--- src/rtl/trap_controller_pkg.sv ---
// Shared trap codes, fixed CSR addresses and mcause values for the trap sequencer.
package trap_controller_pkg;

   localparam logic [2:0] TRAP_NONE       = 3'd0;
   localparam logic [2:0] TRAP_ECALL      = 3'd1;
   localparam logic [2:0] TRAP_EBREAK     = 3'd2;
   localparam logic [2:0] TRAP_MISALIGNED = 3'd3;
   localparam logic [2:0] TRAP_FENCEI     = 3'd4;
   localparam logic [2:0] TRAP_MRET       = 3'd5;

   localparam logic [11:0] CSR_MTVEC  = 12'h305;
   localparam logic [11:0] CSR_MEPC   = 12'h341;
   localparam logic [11:0] CSR_MCAUSE = 12'h342;

   localparam logic [3:0] MCAUSE_ECALL      = 4'd11;
   localparam logic [3:0] MCAUSE_EBREAK     = 4'd3;
   localparam logic [3:0] MCAUSE_MISALIGNED = 4'd0;

   // True for the codes that start the multi-cycle CSR sequence.
   function automatic logic is_exception(input logic [2:0] code);
      return (code == TRAP_ECALL) || (code == TRAP_EBREAK) || (code == TRAP_MISALIGNED);
   endfunction

   // mcause value for an exception code; non-exceptions map to 0.
   function automatic logic [3:0] cause_of(input logic [2:0] code);
      logic [3:0] cause;
      cause = MCAUSE_MISALIGNED;
      if (code == TRAP_ECALL) begin
         cause = MCAUSE_ECALL;
      end else if (code == TRAP_EBREAK) begin
         cause = MCAUSE_EBREAK;
      end
      return cause;
   endfunction

endpackage

--- src/rtl/trap_controller.sv ---
// Machine-mode trap sequencer: writes mepc/mcause, reads mtvec, handles MRET and FENCE.I.
module trap_controller
   import trap_controller_pkg::*;
(
   input  logic        clk,
   input  logic        rst,
   input  logic [31:0] pc,
   input  logic [2:0]  trap_status,
   input  logic [31:0] csr_read_data,
   output logic [31:0] trap_target,
   output logic        ic_clean,
   output logic        debug_mode,
   output logic        trap_done,
   output logic        csr_write_enable,
   output logic [11:0] csr_trap_address,
   output logic [31:0] csr_trap_write_data
);

   typedef enum logic [1:0] {StIdle, StWriteMepc, StWriteMcause, StReadMtvec} state_e;

   state_e      state_q, state_d;
   logic [31:0] pc_q;
   logic [3:0]  cause_q;
   logic        debug_q;
   logic        idle_exception;

   assign idle_exception = (state_q == StIdle) && is_exception(trap_status);
   assign debug_mode     = debug_q;

   // State register.
   always_ff @(posedge clk or posedge rst) begin
      if (rst) begin
         state_q <= StIdle;
      end else begin
         state_q <= state_d;
      end
   end

   // Latched trap context and debug flag; only sampled while idle.
   always_ff @(posedge clk or posedge rst) begin
      if (rst) begin
         pc_q    <= '0;
         cause_q <= '0;
         debug_q <= 1'b0;
      end else if (state_q == StIdle) begin
         if (idle_exception) begin
            pc_q    <= pc;
            cause_q <= cause_of(trap_status);
         end
         if (trap_status == TRAP_EBREAK) begin
            debug_q <= 1'b1;
         end else if (trap_status == TRAP_MRET) begin
            debug_q <= 1'b0;
         end
      end
   end

   // Next-state logic.
   always_comb begin
      state_d = state_q;
      unique case (state_q)
         StIdle:        if (idle_exception) state_d = StWriteMepc;
         StWriteMepc:   state_d = StWriteMcause;
         StWriteMcause: state_d = StReadMtvec;
         StReadMtvec:   state_d = StIdle;
         default:       state_d = StIdle;
      endcase
   end

   // Output decode from state, latched context and live inputs.
   always_comb begin
      trap_target         = '0;
      ic_clean            = 1'b0;
      trap_done           = 1'b0;
      csr_write_enable    = 1'b0;
      csr_trap_address    = '0;
      csr_trap_write_data = '0;
      unique case (state_q)
         StIdle: begin
            if (trap_status == TRAP_MRET) begin
               csr_trap_address = CSR_MEPC;
               trap_target      = csr_read_data + 32'd4;
               trap_done        = 1'b1;
            end else if (trap_status == TRAP_FENCEI) begin
               ic_clean  = 1'b1;
               trap_done = 1'b1;
            end
         end
         StWriteMepc: begin
            csr_trap_address    = CSR_MEPC;
            csr_trap_write_data = pc_q;
            csr_write_enable    = 1'b1;
         end
         StWriteMcause: begin
            csr_trap_address    = CSR_MCAUSE;
            csr_trap_write_data = {28'd0, cause_q};
            csr_write_enable    = 1'b1;
         end
         StReadMtvec: begin
            csr_trap_address = CSR_MTVEC;
            // Direct mode only: the mode bits are dropped.
            trap_target      = {csr_read_data[31:2], 2'b00};
            trap_done        = 1'b1;
         end
         default: ;
      endcase
   end

endmodule

--- config.mk ---
export PLATFORM = sky130hd
export DESIGN_NAME = trap_controller
export DESIGN_NICKNAME = d
export VERILOG_FILES = /design/src/rtl/trap_controller_pkg.sv /design/src/rtl/trap_controller.sv
export SDC_FILE = /design/constraint.sdc
export NUM_CORES = 1
export LEC_CHECK = 0
export ABC_AREA = 1
export ABC_CLOCK_PERIOD_IN_PS = 3200
export CAP_MARGIN = 5
export CORE_ASPECT_RATIO = 1.4
export CORE_MARGIN = 1.5
export CORE_UTILIZATION = 25
export DETAILED_ROUTE_END_ITERATION = 6
export GPL_TIMING_DRIVEN = 0
export MAX_ROUTING_LAYER = met4
export PLACE_DENSITY = 0.56
export SKIP_LAST_GASP = 1
export SYNTH_ARGS = -nofsm -noshare
export SYNTH_HDL_FRONTEND = slang
export SYNTH_SLANG_ARGS = --single-unit
export TNS_END_PERCENT = 1
--- constraint.sdc ---
create_clock -name clk -period 3.2 [get_ports clk]
set_clock_uncertainty 0.1 [all_clocks]
set_input_delay 0.32 -clock clk [delete_from_list [all_inputs] [get_ports clk]]
set_output_delay 0.32 -clock clk [all_outputs]
set_load 0.01 [all_outputs]
Yosys cells after proc, flatten, opt, wreduce, memory -nomap -nowiden. Cells that the tools add are included.

Register bits: 39. Input port bits: 69. Output and inout port bits: 80.

$add $sub $neg: 1. Equality and inequality tests: 9. Mux-type cells: 17. Reduce and logical (&&, ||, !) cells: 8.

Operator list (number): 32-bit one-hot mux with 2 select lines (2); 12-bit one-hot mux with 4 select lines (1); 32-bit by 3-bit adder with 32-bit output, second input constant (1); 32-bit two-way mux (1); 10-bit two-way mux (1); 2-bit one-hot mux with 4 select lines (1); 1-bit two-way mux (7); 3-bit by 2-bit == test with 1-bit output, second input constant (2); 3-bit == test, second input constant (2); 2-bit == test, second input constant (2); 2-bit two-way mux (2); 4-bit two-way mux (1); 2-bit AND reduction (2); 3-bit by 1-bit == test with 1-bit output, second input constant (1); 2-bit by 1-bit == test with 1-bit output, second input constant (1); 2-bit logical NOT (1); 1-bit logical OR (2); 2-bit inequality test, second input constant (1); 1-bit one-hot mux with 2 select lines (1); 2-bit nonzero test (1); 2-bit OR reduction (1); 1-bit logical AND (1).

Longest topological paths before layout. Gate-level depths: netlist of the first run.

Word-level depth: 6. Depth in mapped cells: 11.

Least setup slack after synthesis of the first run. Ideal clock, no wire load.

Kind: reg-to-output. From: register state_q[0]. To: output port trap_target[10]. Arrival: 1.618 ns. Required time: 2.780 ns. Setup slack: 1.162 ns. Stages on the path, launching flop included: 8. Path buffers: 2. Cell sequence: dfrtp_1 -> inv_1 -> ha_1 -> buf_2 -> inv_1 -> clkbuf_1 -> o21ai_0 -> a21oi_1.

Word-level cells in the longest chain between the ends: 2. Elaborated cells between the ends (all ways): 3. Classes of those cells: eq/ne (1); mux (1); reduce/logical (1).

RTL lines: start: declaration (line trap_controller.sv:21) `state_e state_q, state_d;`; start signal: assignment (line trap_controller.sv:33) `state_q <= StIdle;`; start signal: assignment (line trap_controller.sv:35) `state_q <= state_d;`; 2-bit == test / 2-bit logical NOT (equally long branches) (line trap_controller.sv:78) `unique case (state_q)`; 32-bit one-hot mux with 2 select lines (*) (line trap_controller.sv:78); end: declaration (line trap_controller.sv:10) `output logic [31:0] trap_target,`.

Mark *: on every way between the ends. The rest lies on a longest branch, timed or not.

Worst setup path after layout of the first run.
From: register state_q[0]. To: output port csr_trap_write_data[1].

Word-level cells in the longest chain between the ends: 2. Elaborated cells between the ends (all ways): 3. Classes of those cells: eq/ne (2); mux (1).

RTL lines: 2-bit == test / 2-bit by 1-bit == test with 1-bit output (equally long branches) (line trap_controller.sv:78); 32-bit one-hot mux with 2 select lines (*) (line trap_controller.sv:78); end: declaration (line trap_controller.sv:16) `output logic [31:0] csr_trap_write_data`.

Marks and branches as above.

==> run summary, run 1 <==
Share of post-route cells with drive strength above 1: 9.10%
Data required, critical path: 2.78 ns
Final std cells w/o fill: 820
Post-Synthesis Cell Area: 3130 µm²
Post-synthesis simple-gate area fraction: 37.0%
Final hold violations: 0
Total leakage power: 0.00219 µW
Number of vias per cell: 4.64
# port buffers: 142
Power Internal: 2110 µW
Adder-cell share of the synthesized area: 2.00%
Minimum clock period: 3.10 ns
Detail Route Antenna Nets: 0
Overall overflow remaining after global route: 0
Synthesized-area fraction occupied by ao, oa, aoi and oai cells: 16.2%
Placed inst area: 4760 µm²
Cell type with the largest total area after synthesis: dfrtp_1
Xor and xnor area share after synthesis: 0%
Post-synthesis to final-layout area growth: 58.0%
Overall die height: 135 µm
Met3 capacity usage during global routing: 3.61%
Layout net count: 743
Detail Placement HPWL: 9280 µm
Routed wire length per instance: 13.9 µm
Clock Path Buffers: 2
Worst path bufs/invs: 4
Number of global-route vias before repair: 3,663
Row cnt: 48
Detailed Route Iter0 Violations: 111
Summed area of non-filler cells in the final layout: 4950 µm²
Largest cells by area after synthesis: dfrtp_1 30%, nand2_1 14%, nor2_1 12%
Period Utilization, post-route: 97.0%
Worst Setup Start Kind: register
Unrepaired setup endpoints after global routing: true
X dimension of the die: 97.6 µm
Diode count: 0
Hold-critical path depth: 2
Largest delay contributor family on the critical path: buffers and inverters
Global-route track usage on met1: 20.6%
Max-cap violations: 0
Total power per unit cell area: 720 nW/µm²
Placer's final routability congestion estimate: 0.925
Maximum resistive drop on vdd: 0.437 mV
Mux share of post-synthesis cell area: 1.08%
Worst slew margin relative to its limit: 49.3%
Yosys cell types: 33
Root buffer cell: clkbuf_16
Crit path from: state_q[0]$_DFFE_PP0P_
Hold path endpoint: cause_q[3]$_DFFE_PP0P_
Part of the total power dissipated in the clock network: 17.9%
Combinational family with the most area after synthesis: simple AND/OR/NAND/NOR gates
Fraction of registers with async set or reset after synthesis: 100%
Net load switching power: 1450 µW
Startpoint of the worst register-to-register path: state_q[0]$_DFFE_PP0P_
Number of synthesized flops with an enable pin: 0
I/O pin cnt: 149
Die outline area: 13,200 µm²
Cell count after synthesis: 515
Setup-violating endpoint count in the final report: 0
Status: completed
Clock input transition at the sequential cells of the worst setup and hold paths: 0.05 ns
CTS tree: yes
Category of the most critical setup path: reg2out
Footprint of the flip-flops and latches: 926 µm²
Met2 track demand over resource: 30.7%
CP peak stage delay: 0.57 ns
Total number of clock tree sinks: 37
Relative contribution of combinational cells to total power: 60.9%
CP max-delay cell: clkdlybuf4s50_1
Drt drc: 0
Flop pwr share: 21.2%
Starting density of the core: 25.6%
Primary flip-flop cell chosen by synthesis mapping: dfrtp_1
Most Used Layer, Global Route: met2
First-pass GRT wire length: 18,400 µm
Path depth of the worst reg2reg path: 6
Finished Core Util: 40.4%
Sequential area share after synthesis: 29.5%
Pin count of the biggest net entering global routing: 38
Area used by multi-input combinational logic: 1790 µm²
Number of search-and-repair iterations in the first detailed-routing pass: 4
Kind of path behind the tightest hold check: reg2reg
Avg Cell Area, Syn: 6.09 µm²
Count of H-tree levels built during CTS: 2
Number of fillers in the final layout: 1,336
Peak fanout along the critical path: 10
Sequence of cells on the critical path: inv_1 -> ha_1 -> buf_2 -> buf_1 -> nand3_1 -> nand2_1 -> clkdlybuf4s50_1
Cell Count Post-Placement: 812
Via count: 3,801
Number of CTS-inserted buffers: 5
Number of warnings reported in the yosys synthesis log: 0
Number of synthesized register bits: 37
Category of the worst setup path capture point: output port
Worst-Margin Slew: 0.759 ns
Peak clock frequency supported by timing: 322 MHz
Switching Fraction: 40.8%
Routed WL: 11,400 µm
Top cell type's share of synthesized area: 29.5%
Global routing usage summed across all routing layers: 17.9%
Total count of max-transition violations in the final report: 0
Terminus of the critical flop-to-flop path: pc_q[29]$_DFFE_PP0P_
Arrival time reported for the critical path endpoint: 2.68 ns
Initial antenna violation count: 0
Area of the core: 12,300 µm²
Worst Hold Launch: cause_q[3]$_DFFE_PP0P_
Clock latency at the later pin of the worst-skew pair: 0.28 ns
Worst R2R Setup Slack: 1.31 ns
==> timing repair <==
action / 4_1_cts / 5_1_grt
resized for setup: 0 / 2
hold buffers: 0 / 0
buffers inserted: 0 / 0
setup endpoints to repair: 0 / 14
==> area by class of cell <==
class	instances	share of cell area, %
plain buffers	27	2.96
clock buffers	5	2.53
clock inverters	3	1.31
inverters	79	5.99
multi-input cells	377	36.0
flip-flops and latches	37	18.7
well taps	150	3.79
repair buffers	142	28.7
==> logic make-up (layout without fill, tap and decap cells) <==
| kind of cell | Yosys count | in the layout |
|---|---|---|
| AOI/OAI and AO/OA | 92 | 92 |
| and+or+nand+nor | 271 | 271 |
| other | 1 | 6 |
| muxes | 3 | 3 |
| adders and majority gates | 5 | 5 |
| DFF | 37 | 37 |
| buffers and inverters | 106 | 256 |
==> placed cells by master (no fill, tap or decap), types with 2 or more instances in the layout <==
cell type / n
a21oi_2: 2
bufinv_16: 2
mux2_2: 3
nand3_1: 31
nand4_1: 2
clkdlybuf4s50_1: 142
buf_1: 2
nand3_2: 3
a21oi_1: 57
dfrtp_1: 37
inv_2: 8
buf_2: 8
o22ai_1: 2
a22oi_1: 2
nor2_4: 6
buf_4: 9
clkbuf_16: 5
ha_1: 5
nand2_2: 4
o22ai_2: 2
nor2_1: 99
o21ai_1: 3
conb_1: 6
inv_1: 71
o21ai_0: 19
nor3_1: 2
nand2_1: 115
nor2_2: 7
clkbuf_1: 7
==> sequential cells by signal (all words and copies together) (netlist names) <==
register    cells
cause_q         2
debug_mode      1
state_q         2
pc_q           32
==> through the flow <==
step | setup slack [ns] | TNS [ns] | hold WS (ns) | total power (µW)
after detailed placement | 0.218 | 0 | 0.367 | 2950
after global routing | -0.121 | -0.268 | 0.403 | 3850
after CTS | 0.0134 | 0 | 0.381 | 3620
after global placement | 0.249 | 0 | 0.366 | 2930
after floorplan | 1.16 | 0 | 0.351 | 1860
final | 0.0972 | 0 | 0.378 | 3570
==> worst max path at each step <==
stage / end / slack, ns / depth (start not counted)
final: csr_trap_write_data[1] / 0.1 / 7
after CTS: csr_trap_write_data[1] / 0.01 / 7
after floorplan: trap_target[10] / 1.16 / 7
after detailed placement: trap_target[26] / 0.22 / 11
after global placement: trap_target[26] / 0.25 / 11
after global routing: csr_trap_write_data[1] / -0.12 / 7
==> Yosys cell counts, types with 3 or more instances <==
cell,count
nand3_1,31
o21ai_0,19
nand2_1,115
nor2_2,7
nand2_2,4
nor2_4,6
a21oi_1,57
nand3_2,3
dfrtp_1,37
inv_1,72
buf_4,9
ha_1,5
mux2_2,3
nor2_1,99
o21ai_1,3
clkbuf_1,8
inv_2,7
buf_2,8
==> worst reg2reg max path, stage by stage (launching register included) <==
cell and delay, ns:
dfrtp_1 0.37, inv_1 0.08, ha_1 0.19, buf_2 0.16, nand3_1 0.30, clkbuf_1 0.41, a21oi_1 0.14
==> power by group through the flow <==
| stage | logic (µW) | registers, µW | clock network [µW] |
|---|---|---|---|
| 2_1_floorplan | 1110 | 747 | 0 |
| 3_3_place_gp | 2180 | 760 | 0 |
| 3_5_place_dp | 2190 | 766 | 0 |
| 4_1_cts | 2210 | 759 | 650 |
| 5_1_grt | 2410 | 778 | 667 |
| 6_report | 2170 | 755 | 639 |
==> routing by layer <==
metal  routed length [µm]  vias up
met1                 4710     1712
met2                 5580      165
li1                     -     1907
met5                    0        -
met4                  299        0
met3                  846       17
Note: power is estimated with default switching activity, not from simulation.
==> inputs of run 2 (changes only) <==
--- a/config.mk
+++ b/config.mk
@@ -8,7 +8,6 @@
 export ABC_AREA = 1
 export ABC_CLOCK_PERIOD_IN_PS = 3200
 export CAP_MARGIN = 5
-export CORE_ASPECT_RATIO = 1.4
 export CORE_MARGIN = 1.5
 export CORE_UTILIZATION = 25
 export DETAILED_ROUTE_END_ITERATION = 6
==> run summary, run 2 (synthesis gave the netlist of run 1 again) <==
Worst slew margin relative to its limit: 48.2% (-1.1 points)
Maximum resistive drop on vdd: 0.362 mV (-17%)
Diode count: 0 (unchanged)
Final hold violations: 0 (unchanged)
Most frequent cells in the layout: 142 x clkdlybuf4s50_1, 115 x nand2_1, 99 x nor2_1
Initial antenna violation count: 0 (unchanged)
Clock Path Buffers: 2 (unchanged)
Detailed Route Iter0 Violations: 256 (+130%)
Period Utilization, post-route: 96.2% (-0.78 points)
Pin count of the biggest net entering global routing: 38 (unchanged)
Detail Placement HPWL: 8950 µm (-3.5%)
Final total power: 3450 µW (-3.3%)
Max-cap violations: 0 (unchanged)
Cell Count Post-Placement: 830 (+2.2%)
Layout net count: 743 (unchanged)
Global routing usage summed across all routing layers: 17.9% (+0.027 points)
Number of vias per cell: 4.48 (-3.3%)
Count of H-tree levels built during CTS: 2 (unchanged)
Routed WL: 11,400 µm (-0.43%)
Most common library cell in the layout ignoring fill and taps: clkdlybuf4s50_1
Root buffer cell: clkbuf_16
Kind of path behind the tightest hold check: reg2reg
Peak clock frequency supported by timing: 325 MHz (+0.81%)
Category of the worst setup path capture point: output port
CTS tree: yes
Worst-Margin Slew: 0.775 ns (+0.0163 ns)
Detail Route Antenna Nets: 0 (unchanged)
Post-Place Setup Slack: 0.224 ns (+0.00679 ns)
Post-route setup slack: 0.122 ns (+0.0250 ns)
Total leakage power: 0.00218 µW (-0.50%)
Startpoint of the worst register-to-register path: state_q[1]$_DFFE_PP0P_
Worst Hold Launch: cause_q[3]$_DFFE_PP0P_
Placed inst area: 4780 µm² (+0.47%)
Total count of max-transition violations in the final report: 0 (unchanged)
Area of the core: 12,100 µm² (-1.1%)
Drt drc: 0 (unchanged)
X dimension of the die: 115 µm (+18%)
Die outline area: 13,200 µm² (about the same)
# port buffers: 142 (unchanged)
Setup-violating endpoint count in the final report: 0 (unchanged)
Summed area of non-filler cells in the final layout: 4940 µm² (-0.18%)
Starting density of the core: 25.9% (+0.30 points)
Number of fillers in the final layout: 1,295 (-3.1%)
Register name with the most flops: pc_q
Clock latency at the later pin of the worst-skew pair: 0.28 ns (about the same)
Category of the most critical setup path: reg2out
Post-synthesis to final-layout area growth: 57.8%
Total number of clock tree sinks: 37 (unchanged)
Status: completed
Number of search-and-repair iterations in the first detailed-routing pass: 5 (+1)
Crit path from: state_q[0]$_DFFE_PP0P_
Routed wire length per instance: 13.6 µm (-2.6%)
Unrepaired setup endpoints after global routing: true
First-pass GRT wire length: 18,200 µm (-0.97%)
Minimum clock period: 3.08 ns (-0.0250 ns)
Total power per unit cell area: 698 nW/µm² (-3.1%)
Number of CTS-inserted buffers: 5 (unchanged)
Share of post-route cells with drive strength above 1: 9.25% (+0.15 points)
Overall die height: 115 µm (-15%)
Registers with the most flip-flops: pc_q x32, cause_q x2, state_q x2
I/O pin cnt: 149 (unchanged)
Number of flip-flops in the largest register: 32 (unchanged)
Via count: 3,755 (-1.2%)
Placer's final routability congestion estimate: 0.915 (-1.1%)
Arrival time reported for the critical path endpoint: 2.66 ns (-0.02 ns)
Clock input transition at the sequential cells of the worst setup and hold paths: 0.06 ns (about the same)
Peak fanout along the critical path: 10 (unchanged)
Finished Core Util: 40.8% (+0.40 points)
Worst Setup Start Kind: register
Final std cells w/o fill: 838 (+2.2%)
Overall overflow remaining after global route: 0 (unchanged)
Number of global-route vias before repair: 3,753 (+2.5%)
Row cnt: 40 (-17%)
Data required, critical path: 2.78 ns (about the same)
==> run 2: changes by cell type in the layout (fill, tap and decap cells not counted) <==
cell,delta
clkbuf_2,+1
clkbuf_8,+2
buf_1,-1
bufinv_16,-2
==> run 2: area by class of cell <==
type	instances	area, µm²	area share [%]
inverter	79	297	6.00
tap	168	210	4.25
multi-input combinational	377	1790	36.1
clock inverter	1	5.00	0.101
sequential	37	926	18.7
timing repair buffer	142	1420	28.7
clock buffer	7	153	3.09
buffer	27	148	2.99
==> run 2: final timing paths <==
| path | end | slack [ns] | cells after the start |
|---|---|---|---|
| worst max register to register | pc_q[2]$_DFFE_PP0P_ | 1.28 | 6 |
| worst min register to register | cause_q[3]$_DFFE_PP0P_ | 0.38 | 2 |
| worst max-delay path | csr_trap_write_data[7] | 0.12 | 8 |
| min in group asynchronous | pc_q[5]$_DFFE_PP0P_ | 0.41 | 2 |
| max in group asynchronous | pc_q[2]$_DFFE_PP0P_ | 2.10 | 2 |
| worst min-delay path | cause_q[3]$_DFFE_PP0P_ | 0.38 | 2 |
==> run 2: repair_timing <==
item,4_1_cts,5_1_grt
hold buffers,0,0
resized for setup,1,1
setup buffers,0,0
setup endpoints to repair,4,25
gates cloned,0,0
==> run 2: layer usage <==
metal | global-route usage, % | vias to the layer above | part of all wire [%]
met3 | 3.80 | 13 | 8.1
met1 | 21.5 | 1681 | 44
met4 | 5.02 | 0 | 1.9
met2 | 30.5 | 155 | 46
li1 | - | 1906 | -
met5 | - | - | 0
==> run 2: through the flow <==
step	TNS, ns	hold WS, ns
2_1_floorplan	0	0.351
3_3_place_gp	0	0.361
3_5_place_dp	0	0.367
4_1_cts	0	0.381
5_1_grt	-0.732	0.415
6_report	0	0.377
==> run 2: power by group <==
part | internal [µW] | switching [µW]
Combinational | 989 | 1200
Clock | 329 | 180
Sequential | 683 | 72.6
Total | 2000 | 1450
==> run 2: worst max-delay path: stages (launching register included) <==
cell,delay [ns]
dfrtp_1,0.37
inv_1,0.08
ha_1,0.32
buf_2,0.20
nand2_1,0.10
clkbuf_1,0.42
buf_2,0.31
nor2_1,0.08
clkdlybuf4s50_1,0.48
